### config.mk
export PLATFORM = sky130hd
export DESIGN_NAME = sincos_angle_cordic
export DESIGN_NICKNAME = d
export VERILOG_FILES = /design/src/rtl/sincos_cordic_pkg.sv /design/src/rtl/sincos_angle_cordic_step.sv /design/src/rtl/sincos_angle_cordic.sv
export SDC_FILE = /design/constraint.sdc
export NUM_CORES = 1
export LEC_CHECK = 0
export BUFFER_PORTS_ARGS = -buffer_cell sky130_fd_sc_hd__buf_2
export CAP_MARGIN = 20
export CELL_PAD_IN_SITES_DETAIL_PLACEMENT = 1
export CELL_PAD_IN_SITES_GLOBAL_PLACEMENT = 1
export CORE_UTILIZATION = 29
export CTS_CLUSTER_SIZE = 20
export DETAILED_ROUTE_END_ITERATION = 16
export PLACE_DENSITY_LB_ADDON = 0.1
export SYNTH_ARGS = -nofsm -noshare
export SYNTH_HDL_FRONTEND = slang
export SYNTH_HIERARCHICAL = 1
export SYNTH_SLANG_ARGS = --single-unit
### constraint.sdc
create_clock -name clk -period 12.69 [get_ports clk]
set_clock_uncertainty 0.1 [all_clocks]
set_input_delay 3.807 -clock clk [delete_from_list [all_inputs] [get_ports clk]]
set_output_delay 3.807 -clock clk [all_outputs]
set_load 0.05 [all_outputs]
### src/rtl/sincos_cordic_pkg.sv
// Shared constants for the sin/cos vectoring CORDIC: arctangent table, gain
// correction constant, FSM states and the internal datapath width.
package sincos_cordic_pkg;

  localparam logic [15:0] K_GAIN = 16'd19898;

  typedef enum logic [1:0] {
    ST_IDLE,
    ST_ROT,
    ST_SCALE
  } state_t;

  // Two guard bits absorb the CORDIC gain and the negation of the most negative sample.
  function automatic int unsigned int_width(input int unsigned dw);
    return dw + 2;
  endfunction

  // atan(2^-i) in 16-bit turn units (65536 per revolution)
  function automatic logic [15:0] atan_lut(input logic [3:0] i);
    logic [15:0] a;
    case (i)
      4'd0:    a = 16'd8192;
      4'd1:    a = 16'd4836;
      4'd2:    a = 16'd2555;
      4'd3:    a = 16'd1297;
      4'd4:    a = 16'd651;
      4'd5:    a = 16'd326;
      4'd6:    a = 16'd163;
      4'd7:    a = 16'd81;
      4'd8:    a = 16'd41;
      4'd9:    a = 16'd20;
      4'd10:   a = 16'd10;
      4'd11:   a = 16'd5;
      4'd12:   a = 16'd3;
      4'd13:   a = 16'd1;
      4'd14:   a = 16'd1;
      default: a = 16'd0;
    endcase
    return a;
  endfunction

endpackage

### src/rtl/sincos_angle_cordic_step.sv
// One vectoring-mode CORDIC micro-rotation; drives y toward zero while
// accumulating the rotated angle in z.
module cordic_vec_step
  import sincos_cordic_pkg::*;
#(
  parameter int unsigned IW = 18
) (
  input  logic signed [IW-1:0] x,
  input  logic signed [IW-1:0] y,
  input  logic        [15:0]   z,
  input  logic        [3:0]    i,
  output logic signed [IW-1:0] x_next,
  output logic signed [IW-1:0] y_next,
  output logic        [15:0]   z_next
);

  logic signed [IW-1:0] x_sh;
  logic signed [IW-1:0] y_sh;
  logic        [15:0]   at;

  always_comb begin
    x_sh = x >>> i;
    y_sh = y >>> i;
    at   = atan_lut(i);
    if (!y[IW-1]) begin
      x_next = x + y_sh;
      y_next = y - x_sh;
      z_next = z + at;
    end else begin
      x_next = x - y_sh;
      y_next = y + x_sh;
      z_next = z - at;
    end
  end

endmodule

### src/rtl/sincos_angle_cordic.sv
// Iterative vectoring CORDIC: converts a filtered sin/cos pair into an angle
// (65536 LSB per turn) and a gain-corrected magnitude, one micro-rotation per clock.
module sincos_angle_cordic
  import sincos_cordic_pkg::*;
#(
  parameter int unsigned ITER = 16,
  parameter int unsigned DW   = 16
) (
  input  logic          clk,
  input  logic          rst_n,
  input  logic          data_en,
  input  logic [DW-1:0] sin_in,
  input  logic [DW-1:0] cos_in,
  output logic [DW-1:0] angle_out,
  output logic [DW-1:0] mag_out,
  output logic          angle_valid,
  output logic          busy,
  output logic [7:0]    drop_cnt
);

  localparam int unsigned IW = int_width(DW);
  localparam int unsigned PW = IW + 16;
  localparam logic [3:0]  LAST_ITER = 4'(ITER - 1);

  state_t state, state_nxt;

  logic signed [IW-1:0] x, y, x_step, y_step;
  logic signed [IW-1:0] sin_ext, cos_ext;
  logic        [15:0]   z, z_step;
  logic        [3:0]    iter;
  logic                 zero_in;
  logic                 capture;
  logic signed [PW-1:0] prod, scaled;
  logic        [DW-1:0] mag_sat;

  cordic_vec_step #(.IW(IW)) u_step (
    .x      (x),
    .y      (y),
    .z      (z),
    .i      (iter),
    .x_next (x_step),
    .y_next (y_step),
    .z_next (z_step)
  );

  always_ff @(posedge clk or negedge rst_n) begin
    if (!rst_n) state <= ST_IDLE;
    else        state <= state_nxt;
  end

  always_comb begin
    state_nxt = state;
    unique case (state)
      ST_IDLE:  if (data_en) state_nxt = ST_ROT;
      ST_ROT:   if (iter == LAST_ITER) state_nxt = ST_SCALE;
      ST_SCALE: state_nxt = ST_IDLE;
      default:  state_nxt = ST_IDLE;
    endcase
  end

  always_comb begin
    busy    = (state != ST_IDLE);
    capture = (state == ST_IDLE) && data_en;
  end

  always_comb begin
    sin_ext = IW'($signed(sin_in));
    cos_ext = IW'($signed(cos_in));
    prod    = PW'(x) * PW'($signed({1'b0, K_GAIN}));
    scaled  = prod >>> 15;
    if (scaled < 0)                mag_sat = '0;
    else if (|scaled[PW-1:DW])     mag_sat = '1;
    else                           mag_sat = scaled[DW-1:0];
  end

  always_ff @(posedge clk or negedge rst_n) begin
    if (!rst_n) begin
      x           <= '0;
      y           <= '0;
      z           <= '0;
      iter        <= '0;
      zero_in     <= 1'b0;
      angle_out   <= '0;
      mag_out     <= '0;
      angle_valid <= 1'b0;
    end else begin
      angle_valid <= 1'b0;
      unique case (state)
        ST_IDLE: begin
          if (capture) begin
            // Left half-plane is folded by 180 deg so the rotations only cover +/-99.9 deg.
            if (cos_ext < 0) begin
              x <= -cos_ext;
              y <= -sin_ext;
              z <= 16'h8000;
            end else begin
              x <= cos_ext;
              y <= sin_ext;
              z <= '0;
            end
            iter    <= '0;
            zero_in <= (sin_in == '0) && (cos_in == '0);
          end
        end
        ST_ROT: begin
          x    <= x_step;
          y    <= y_step;
          z    <= z_step;
          iter <= iter + 4'd1;
        end
        ST_SCALE: begin
          // A zero vector would otherwise report the summed atan table as its angle.
          angle_out   <= zero_in ? '0 : DW'(z);
          mag_out     <= mag_sat;
          angle_valid <= 1'b1;
        end
        default: ;
      endcase
    end
  end

  always_ff @(posedge clk or negedge rst_n) begin
    if (!rst_n)
      drop_cnt <= '0;
    else if (data_en && busy && (drop_cnt != 8'hFF))
      drop_cnt <= drop_cnt + 8'd1;
  end

endmodule
==> reports/qor.yml <==
antenna_found_initial: 0
htreeDepth: 3
totalWireLength_mm: 51.25
maxSlewHeadroom_pct: 38.22
drive_gt1_share_pct: 10.47
max_freq_mhz: 154.1
numCtsBuffers: 9
seq_area_frac_synth_pct: 15.84
cts_buffer_depth: 2
drt_first_pass_iters: 5
period_minus_slack_ns: 6.488
slew_violations: 0
rsz0062_at_grt: "false"
grt_pass1_wl_mm: 81.41
syn_area_per_cell_um2: 8.555
yosys.area.top_type_share_pct: 15.84
cap_violations: 0
synth_top_area_cell: "dfrtp_1"
grt_pass1_vias: 14100
hold_violations: 0
fp.dieW_um: 235.4
post_cts_buffers: 0
ys_warn_count: 6
io_pins: 77
crit_path_start_kind: "register"
synth_ff_type: "dfrtp_1"
fin_crit_sh_pct: 51.13
syn_area_mm2: 0.01580
setup_tns_ns: 0
core_area_mm2: 0.05381
status: "finished, final reports clean"
tritoncts: "yes"
tightestPinTransition_ns: 0.9183
place_congestion: 0.7986
synthTopCellsByArea: "dfrtp_1 16%, fa_1 15%, ha_1 14%"
layout_common_cells: "259 x inv_1, 196 x nand2_1, 172 x ha_1, 120 x fa_1, 118 x a21oi_1"
startpoint: "x[6]"
numPortBuffers: 76
reg2reg_from: "x[6]"
grt_overflow: 0
crit_type: "register to register"
fin_nets: 2204
grt_start_max_net_pins: 62
die-area_mm2: 0.05542
crit_required_ns: 12.91
hold_buffers: 0
num_rows: 85
final_common_cell: "inv_1"
synthCells: 1847
synth-edff-count: 0
antenna_cells: 0
hp-class: "register to register"
clk_pin_slew_ns: 0.09
die_y_um: 235.4
clock-root-buffer: "clkbuf_16"
clock_sinks: 100
clk_latency_ns: 0.41
syn_nets: 2174
initial_core_util_pct: 29.36
synth_cell_types: 93
viasPerCell: 5.151
cp_max_fo: 10
cp.arrival_ns: 6.71
via_count: 13280
areaGrowthSynthToFinish_pct: 8.662
min_from: "angle_out[13]"
cts_resized: 0
ant_nets: 0
finalSetupViolCount: 0
n_fill_cell: 6386
worstSetupEndpointType: "register"
drt-initial-drc-count: 535
synth-seq-cells: 100
post-route-drc-count: 0
ys_async_sr_fraction_pct: 100.0
post_drt_wl_per_cell_um: 19.88
grt.total_usage_pct: 18.63
place_hpwl_mm: 40.61
[per-stage QoR]
step	hold WS [ns]	util (%)	instances	setup WS [ns]	instance area [um2]
global route	0.4029	31.91	2578	5.880	17170
global placement	0.3458	31.32	2561	6.282	16850
detailed placement	0.3531	31.33	2562	6.169	16860
finish	0.3645	31.91	2578	6.202	17170
CTS	0.3755	31.91	2578	6.146	17170
floorplan	0.3706	-	1847	6.914	15800
[state kept, by name, summed over array words and instances (netlist names)]
register	flops
state	2
angle_valid	1
mag_out	16
iter	4
angle_out	16
z	16
x	18
y	18
zero_in	1
drop_cnt	8
[worst max-delay path, cell delays in order, from the launching register on]
cell,delay [ns]
dfrtp_1,0.61
ha_1,0.44
inv_1,0.09
fa_1,0.62
fa_1,0.46
fa_1,0.50
inv_1,0.06
fa_1,0.52
inv_1,0.05
fa_1,0.53
inv_1,0.04
ha_1,0.36
nand2_1,0.11
nor3_2,0.18
o311ai_1,0.17
a211o_2,0.38
o2bb2ai_2,0.28
mux2i_2,0.62
a22oi_1,0.14
o21ai_1,0.13
[final timing paths]
path                       slack (ns)  cells past startpoint            end
max                              6.20                     19     mag_out[1]
min                              0.36                      2  angle_out[13]
max reg2reg                      6.20                     19     mag_out[1]
min reg2reg                      0.36                      2  angle_out[13]
max in group asynchronous        7.90                      2        iter[0]
min in group asynchronous        3.42                      1    mag_out[10]
[cells by family (layout without fill, tap and decap cells)]
group	after synthesis	count (layout)	synth area share, %
AO/OA/AOI/OAI	442	442	17.93
XOR/XNOR	134	134	7.514
adder cells (fa/ha/maj)	292	292	28.82
buffers and inverters	336	371	8.393
flip-flops	100	100	15.84
multiplexers	68	68	7.134
AND/OR/NAND/NOR	475	475	14.37
[cell usage after synthesis (14+ instances only)]
master and instances:
nand2_1 197, nand3b_1 16, inv_1 259, a22oi_1 29, nor3_1 24, nand3_1 23
xor2_1 51, a21oi_1 118, o21ai_1 17, nor2_1 104, mux2_2 23, fa_1 120
dfrtp_1 100, clkbuf_1 42, o21ai_0 104, and3_1 17, a31oi_1 18, mux4_2 24
nand2b_1 19, ha_1 172, xnor2_1 82, o31ai_1 15, a21o_1 19, buf_2 14
[area by class of cell]
type,count,area [um2],share of cell area (%)
Inverter,260,975.9,5.684
Multi-Input combinational cell,1411,11980,69.79
Tap cell,696,870.8,5.072
Timing Repair Buffer,95,521.8,3.039
Sequential cell,100,2507,14.60
Clock buffer,9,225.2,1.312
Clock inverter,7,86.33,0.5028
[per-layer routing]
layer	wire length (um)	part of all wire [%]	global-route usage (%)	up-vias
met3	1104	2.2	1.665	33
li1	-	-	-	6418
met5	0	0	0	-
met4	720	1.4	4.417	0
met2	23660	46	30.41	172
met1	25760	50	26.49	6657
Power is not shown: default switching activity piles up to over one toggle a cycle in this logic, so the estimate is an artifact.
